===== config.mk =====
export PLATFORM = sky130hd
export DESIGN_NAME = spgd_adc_acq_ctrl
export DESIGN_NICKNAME = d
export VERILOG_FILES = /design/src/rtl/spgd_pkg.sv /design/src/rtl/spgd_acq_accum.sv /design/src/rtl/spgd_adc_acq_ctrl.sv
export SDC_FILE = /design/constraint.sdc
export NUM_CORES = 1
export LEC_CHECK = 0
export ABC_AREA = 1
export BUFFER_PORTS_ARGS = -buffer_cell sky130_fd_sc_hd__buf_2
export CAP_MARGIN = 15
export CORE_MARGIN = 3
export CORE_UTILIZATION = 45
export DETAILED_ROUTE_END_ITERATION = 8
export GPL_TIMING_DRIVEN = 0
export HOLD_SLACK_MARGIN = 0.12
export PLACE_DENSITY = 0.65
export SETUP_SLACK_MARGIN = 0.15
export SLEW_MARGIN = 20
export SYNTH_ARGS = -nofsm -noshare
export SYNTH_HDL_FRONTEND = slang
export SYNTH_SLANG_ARGS = --single-unit

===== constraint.sdc =====
create_clock -name ADC_CLK -period 2.5 [get_ports ADC_CLK]
set_input_delay 0.25 -clock ADC_CLK [delete_from_list [all_inputs] [get_ports ADC_CLK]]
set_output_delay 0.25 -clock ADC_CLK [all_outputs]
set_load 0.005 [all_outputs]

===== src/rtl/spgd_pkg.sv =====
// Shared definitions for the SPGD acquisition path: state codes, ADC code limits,
// default sizing and a small helper for clamping the averaging exponent.
package spgd_pkg;

  localparam int DATA_WIDTH_DEF   = 14;
  localparam int COUNT_WIDTH_DEF  = 15;
  localparam int MAX_AVG_LOG2_DEF = 10;

  // Acquisition state codes, also exported on ACQ_STATE for GPIO readback
  localparam logic [1:0] ACQ_IDLE   = 2'b00;
  localparam logic [1:0] ACQ_SETTLE = 2'b01;
  localparam logic [1:0] ACQ_ACCUM  = 2'b10;
  localparam logic [1:0] ACQ_DONE   = 2'b11;

  // Full-scale codes of the default-width two's complement ADC
  localparam logic signed [DATA_WIDTH_DEF-1:0] ADC_MIN_CODE = {1'b1, {(DATA_WIDTH_DEF-1){1'b0}}};
  localparam logic signed [DATA_WIDTH_DEF-1:0] ADC_MAX_CODE = {1'b0, {(DATA_WIDTH_DEF-1){1'b1}}};

  // Requested window exponents beyond what the accumulator can hold are clamped
  function automatic logic [3:0] clamp_avg_log2(input logic [3:0] avg_log2,
                                                input logic [3:0] max_log2);
    return (avg_log2 > max_log2) ? max_log2 : avg_log2;
  endfunction

endpackage


===== src/rtl/spgd_acq_accum.sv =====
// Window accumulator: sums sign-extended samples, flags full-scale codes and
// produces the floor-rounded mean on the final sample of a window.
module spgd_acq_accum #(
  parameter int DATA_WIDTH   = 14,
  parameter int MAX_AVG_LOG2 = 10,
  parameter int ACC_WIDTH    = DATA_WIDTH + MAX_AVG_LOG2
) (
  input  logic                         clk,
  input  logic                         rst_n,
  input  logic                         clear,
  input  logic                         add,
  input  logic                         finish,
  input  logic [3:0]                   shift,
  input  logic signed [DATA_WIDTH-1:0] sample,
  output logic signed [DATA_WIDTH-1:0] j_out,
  output logic                         clip
);

  localparam logic signed [DATA_WIDTH-1:0] MIN_CODE = {1'b1, {(DATA_WIDTH-1){1'b0}}};
  localparam logic signed [DATA_WIDTH-1:0] MAX_CODE = {1'b0, {(DATA_WIDTH-1){1'b1}}};

  logic signed [ACC_WIDTH-1:0] acc_reg;
  logic signed [ACC_WIDTH-1:0] sample_ext;
  logic signed [ACC_WIDTH-1:0] acc_sum;
  logic                        is_extreme;

  assign sample_ext = ACC_WIDTH'(sample);
  assign acc_sum    = acc_reg + sample_ext;
  assign is_extreme = (sample == MIN_CODE) || (sample == MAX_CODE);

  // Accumulate while enabled; the mean uses the sum including the current sample
  always_ff @(posedge clk) begin
    if (!rst_n) begin
      acc_reg <= '0;
      j_out   <= '0;
      clip    <= 1'b0;
    end else if (clear) begin
      acc_reg <= '0;
      clip    <= 1'b0;
    end else if (add) begin
      acc_reg <= acc_sum;
      if (is_extreme) begin
        clip <= 1'b1;
      end
      if (finish) begin
        j_out <= DATA_WIDTH'(acc_sum >>> shift);
      end
    end
  end

endmodule


===== src/rtl/spgd_adc_acq_ctrl.sv =====
// Acquisition controller: on each ADC_EN window waits the settle time, averages
// 2^K samples through spgd_acq_accum and holds ADC_DONE until ADC_EN falls.
module spgd_adc_acq_ctrl
  import spgd_pkg::*;
#(
  parameter int DATA_WIDTH   = DATA_WIDTH_DEF,
  parameter int COUNT_WIDTH  = COUNT_WIDTH_DEF,
  parameter int MAX_AVG_LOG2 = MAX_AVG_LOG2_DEF,
  parameter int ACC_WIDTH    = DATA_WIDTH + MAX_AVG_LOG2
) (
  input  logic                          ADC_CLK,
  input  logic                          RST_N,
  input  logic                          ADC_EN,
  input  logic signed [DATA_WIDTH-1:0]  ADC_DATA,
  input  logic [COUNT_WIDTH-1:0]        SETTLE_CYCLES,
  input  logic [3:0]                    AVG_LOG2,
  output logic                          ADC_DONE,
  output logic signed [DATA_WIDTH-1:0]  J_OUT,
  output logic                          J_VALID,
  output logic                          ADC_CLIP,
  output logic [1:0]                    ACQ_STATE
);

  localparam int         CNT_W = MAX_AVG_LOG2 + 1;
  localparam logic [3:0] MAX_K = 4'(MAX_AVG_LOG2);

  logic [1:0]             state_reg;
  logic [COUNT_WIDTH-1:0] settle_cnt_reg;
  logic [CNT_W-1:0]       sample_cnt_reg;
  logic [3:0]             k_reg;
  logic                   done_reg;
  logic                   valid_reg;

  logic [CNT_W-1:0]       n_last;
  logic                   last_sample;
  logic                   acc_clear;
  logic                   acc_add;

  // Index of the final sample in the window (N-1)
  assign n_last      = (CNT_W'(1) << k_reg) - CNT_W'(1);
  assign last_sample = (sample_cnt_reg == n_last);
  assign acc_clear   = (state_reg == ACQ_IDLE) && ADC_EN;
  assign acc_add     = (state_reg == ACQ_ACCUM) && ADC_EN;

  // Window sequencing: IDLE -> SETTLE (S cycles) -> ACCUM (N cycles) -> DONE
  always_ff @(posedge ADC_CLK) begin
    if (!RST_N) begin
      state_reg      <= ACQ_IDLE;
      settle_cnt_reg <= '0;
      sample_cnt_reg <= '0;
      k_reg          <= '0;
      done_reg       <= 1'b0;
      valid_reg      <= 1'b0;
    end else begin
      valid_reg <= 1'b0;
      case (state_reg)
        ACQ_IDLE: begin
          if (ADC_EN) begin
            settle_cnt_reg <= SETTLE_CYCLES;
            k_reg          <= clamp_avg_log2(AVG_LOG2, MAX_K);
            sample_cnt_reg <= '0;
            state_reg      <= (SETTLE_CYCLES != '0) ? ACQ_SETTLE : ACQ_ACCUM;
          end
        end
        ACQ_SETTLE: begin
          if (!ADC_EN) begin
            state_reg <= ACQ_IDLE;
          end else if (settle_cnt_reg <= COUNT_WIDTH'(1)) begin
            state_reg <= ACQ_ACCUM;
          end else begin
            settle_cnt_reg <= settle_cnt_reg - COUNT_WIDTH'(1);
          end
        end
        ACQ_ACCUM: begin
          if (!ADC_EN) begin
            state_reg <= ACQ_IDLE;
          end else if (last_sample) begin
            done_reg  <= 1'b1;
            valid_reg <= 1'b1;
            state_reg <= ACQ_DONE;
          end else begin
            sample_cnt_reg <= sample_cnt_reg + CNT_W'(1);
          end
        end
        default: begin
          if (!ADC_EN) begin
            done_reg  <= 1'b0;
            state_reg <= ACQ_IDLE;
          end
        end
      endcase
    end
  end

  spgd_acq_accum #(
    .DATA_WIDTH   (DATA_WIDTH),
    .MAX_AVG_LOG2 (MAX_AVG_LOG2),
    .ACC_WIDTH    (ACC_WIDTH)
  ) u_accum (
    .clk    (ADC_CLK),
    .rst_n  (RST_N),
    .clear  (acc_clear),
    .add    (acc_add),
    .finish (last_sample),
    .shift  (k_reg),
    .sample (ADC_DATA),
    .j_out  (J_OUT),
    .clip   (ADC_CLIP)
  );

  assign ADC_DONE  = done_reg;
  assign J_VALID   = valid_reg;
  assign ACQ_STATE = state_reg;

endmodule


==> out/qor.tcl <==
set qor(first_pass_grt_wire_length_mm) 32.8
set qor(gr-total-overflow) 0
set qor(slowest_cell_on_crit_path) {sky130_fd_sc_hd__dfxtp_2}
set qor(route.detailed.drc) 0
set qor(detail_route.wirelength_mm) 20.7
set qor(post_route_cells_drive_above_1_share) 0.160
set qor(final_critical_path_setup_slack_ps) -5.63
set qor(postSynthCellCount) 1097
set qor(status) {complete, but fails checks}
set qor(timing.final.crit_share) 1.00
set qor(clk_pin_slew_ps) 60
set qor(design.die.area_mm2) 0.0157
set qor(portBuffers) 54
set qor(clock_skew_ps) 8.43
set qor(route.met3.wl_mm) 1.35
set qor(final_area_mm2) 0.00784
set qor(max-vdd-ir-drop_v) 0.000660
set qor(io-pin-count) 55
set qor(failed_checks) {negative setup slack}
set qor(min_period_ps) 2510
set qor(report.final.slew_viol_count) 0
set qor(ys_dominant_reg_cell) {sky130_fd_sc_hd__dfxtp_1}
set qor(worstHoldPathType) {in -> reg}
set qor(power-per-cell-area_mw_per_mm2) 803
set qor(cts_root_buffer) {sky130_fd_sc_hd__clkbuf_16}
set qor(logic_depth_of_the_worst_path_buffers_included) 17
set qor(ys.warnings.count) 0
set qor(critPathKind) {reg -> reg}
set qor(routed-via-count) 7408
set qor(number_of_buffers_added_by_the_clock_tree_synthesis_step) 9
set qor(top_layer_used) {met4}
set qor(detailed_place_hpwl_mm) 15.7
set qor(gp_congestion) 0.910
set qor(via_count_of_the_first_global_routing_pass) 6593
set qor(worst_slew_pin_slew_ps) 592
set qor(rr_worst_depth) 17
set qor(ys_async_sr_fraction) 0
set qor(routed_wire_length_per_instance_um) 15.0
set qor(initial_antenna_violation_count) 0
set qor(max_clock_freq_ghz) 0.399
set qor(synth.lib_cells_used.distinct) 42
set qor(yosys_register_bits) 73
set qor(tritoncts) {yes}
set qor(cts.sink_count) 73
set qor(leakagePower_nw) 3.96
set qor(met2_routed_wl_mm) 9.27
set qor(seq_area_mm2) 0.00147
set qor(grt_setup_unrepaired) {true}
set qor(critPathArrivalTime_ps) 2790
set qor(drt-met1-wl_mm) 9.88
set qor(timing.critical_path.buf_inv) 5
set qor(initial_core_util) 0.471
set qor(maxCapViolations) 0
set qor(final_core_utilization) 0.578
set qor(worst-endpoint-required_ps) 2780
set qor(fin_nets) 1263
set qor(grt_use_total) 0.254
set qor(area_delta_synth_final_pct) 22.6
set qor(post_synth_instance_area_mm2) 0.00639
set qor(route.detailed.vias_per_inst) 5.38
set qor(setup_viol) 1
set qor(syn-num-nets) 1165
set qor(maximum_number_of_buffers_from_clock_root_to_sink) 2
set qor(timing.critical_path.max_delay_family) {simple AND/OR/NAND/NOR gates}
set qor(multi_input_area_mm2) 0.00452
set qor(syn_avg_cell_area_um2) 5.83
set qor(grt_max_degree) 14
set qor(layout_common_cells) {302 x sky130_fd_sc_hd__nand2_1, 150 x sky130_fd_sc_hd__inv_1, 108 x sky130_fd_sc_hd__nand3_1, 97 x sky130_fd_sc_hd__nor2_1, 70 x sky130_fd_sc_hd__dfxtp_1}
set qor(die_w_um) 125
set qor(final_antenna_net_count) 0
set qor(layout.cells.most_common) {sky130_fd_sc_hd__nand2_1}
set qor(worst_hold_path.num_cells) 2
set qor(slew_headroom) 0.606
set qor(ctsHoldBuffers) 0
set qor(worstSkewPairLatency_ps) 350
set qor(die_height_um) 125
set qor(timing.critical_path.to_type) {register}
set qor(crit_path_start_kind) {register}
set qor(placed_cell_area_mm2) 0.00689
set qor(drt_pass1_iterations) 8
set qor(core-area_mm2) 0.0136
set qor(crit_fanout) 5
set qor(placement_rows) 42
set qor(ys_seq_area_frac) 0.229
set qor(critical-path-max-stage-delay_ps) 320
set qor(detailed_route_iter0_violations) 571
set qor(path_common_cell) {sky130_fd_sc_hd__nor2_4}
set qor(worstPathCellList) {buf_6 > inv_6 > buf_8 > nor2_4 > nand2_2 > ha_4 > xor2_1 > nand3_1 > nor2_1 > nand3_1 > nor2_4 > nand3_4 > nor2_4 > buf_4 > buf_6 > o21ai_0 > a21oi_1}
set qor(diodes) 0
set qor(number_of_flip_flops_in_the_largest_register) 24
set qor(num-fill-cells) 1366
set qor(finalSetupTns_ps) -5.63
set qor(ctsHtreeMaxLevel) 3
set qor(timing.final.hold_violations) 0
set qor(number_of_synthesized_flops_with_an_enable_pin) 0
==> cell families (layout without fill, tap and decap cells) <==
logic type,after synthesis,after routing,synth area share
simple gates,613,614,0.413
flops,73,73,0.229
mux,2,2,0.00313
compound gates,155,155,0.130
fa+ha+maj,32,32,0.0638
xor+xnor,35,35,0.0480
buf+inv,187,289,0.113
==> metrics by stage <==
stage / instances / setup WS [ps] / hold slack [ps] / total power [mW]
final: 1376 / -5.63 / 146 / 6.29
after global placement: 1327 / -663 / 439 / 4.31
after global routing: 1376 / -125 / 150 / 6.76
after CTS: 1359 / 35.2 / 141 / 5.98
after detailed placement: 1327 / -689 / 441 / 4.33
after floorplan: 1097 / 154 / 367 / 3.60
==> timing repair <==
| action | 4_1_cts | 5_1_grt |
|---|---|---|
| pin swaps | 17 | 28 |
| cloned | 2 | 2 |
| setup endpoints to repair | 56 | 58 |
| gates resized for setup | 45 | 68 |
| buffers inserted | 14 | 15 |
==> synthesized netlist by cell type, types with 11 or more instances <==
| cell | count | area share |
|---|---|---|
| sky130_fd_sc_hd__xor2_1 | 24 | 0.033 |
| sky130_fd_sc_hd__nand2_1 | 314 | 0.18 |
| sky130_fd_sc_hd__nor4_1 | 11 | 0.011 |
| sky130_fd_sc_hd__nor3_1 | 16 | 0.013 |
| sky130_fd_sc_hd__inv_1 | 152 | 0.089 |
| sky130_fd_sc_hd__dfxtp_1 | 73 | 0.23 |
| sky130_fd_sc_hd__a21oi_1 | 53 | 0.042 |
| sky130_fd_sc_hd__nor2_1 | 112 | 0.066 |
| sky130_fd_sc_hd__nand4_1 | 25 | 0.024 |
| sky130_fd_sc_hd__ha_1 | 31 | 0.061 |
| sky130_fd_sc_hd__clkbuf_1 | 20 | 0.012 |
| sky130_fd_sc_hd__o21ai_0 | 73 | 0.057 |
| sky130_fd_sc_hd__xnor2_1 | 11 | 0.015 |
| sky130_fd_sc_hd__nand3_1 | 117 | 0.092 |
==> worst register-to-register path, delay by kind of cell, from the launching register on <==
family | cells | cell delay, ps
adder cells (fa/ha/maj) | 1 | 270
XOR/XNOR | 1 | 140
flip-flops | 1 | 320
AO/OA/AOI/OAI | 2 | 210
AND/OR/NAND/NOR | 8 | 960
buffers and inverters | 5 | 540
==> where the power goes <==
group	internal (mW)	switching, mW
Clock	0.904	0.546
Combinational	1.17	2.18
Sequential	1.33	0.166
==> layout make-up <==
type | instances | share of cell area
Clock inverter | 6 | 0.0115
Clock buffer | 10 | 0.0305
Sequential cell | 73 | 0.187
Tap cell | 176 | 0.0281
Inverter | 157 | 0.0763
Multi-Input combinational cell | 838 | 0.577
Timing Repair Buffer | 86 | 0.0666
Buffer | 30 | 0.0228
==> final timing paths <==
| kind | endpoint | slack, ps | start |
|---|---|---|---|
| max | u_accum.j_out[9] | -6 | k_reg[0] |
| max reg2reg | u_accum.j_out[9] | -6 | k_reg[0] |
| min reg2reg | ADC_DONE | 450 | ADC_DONE |
| min | k_reg[2] | 150 | AVG_LOG2[3] |
==> layer usage <==
metal	global-route usage	vias to the layer above
met5	0	-
met4	0.0529	0
met3	0.0426	17
met2	0.399	243
met1	0.369	3387
li1	-	3761
Note: power is estimated with default switching activity, not from simulation.
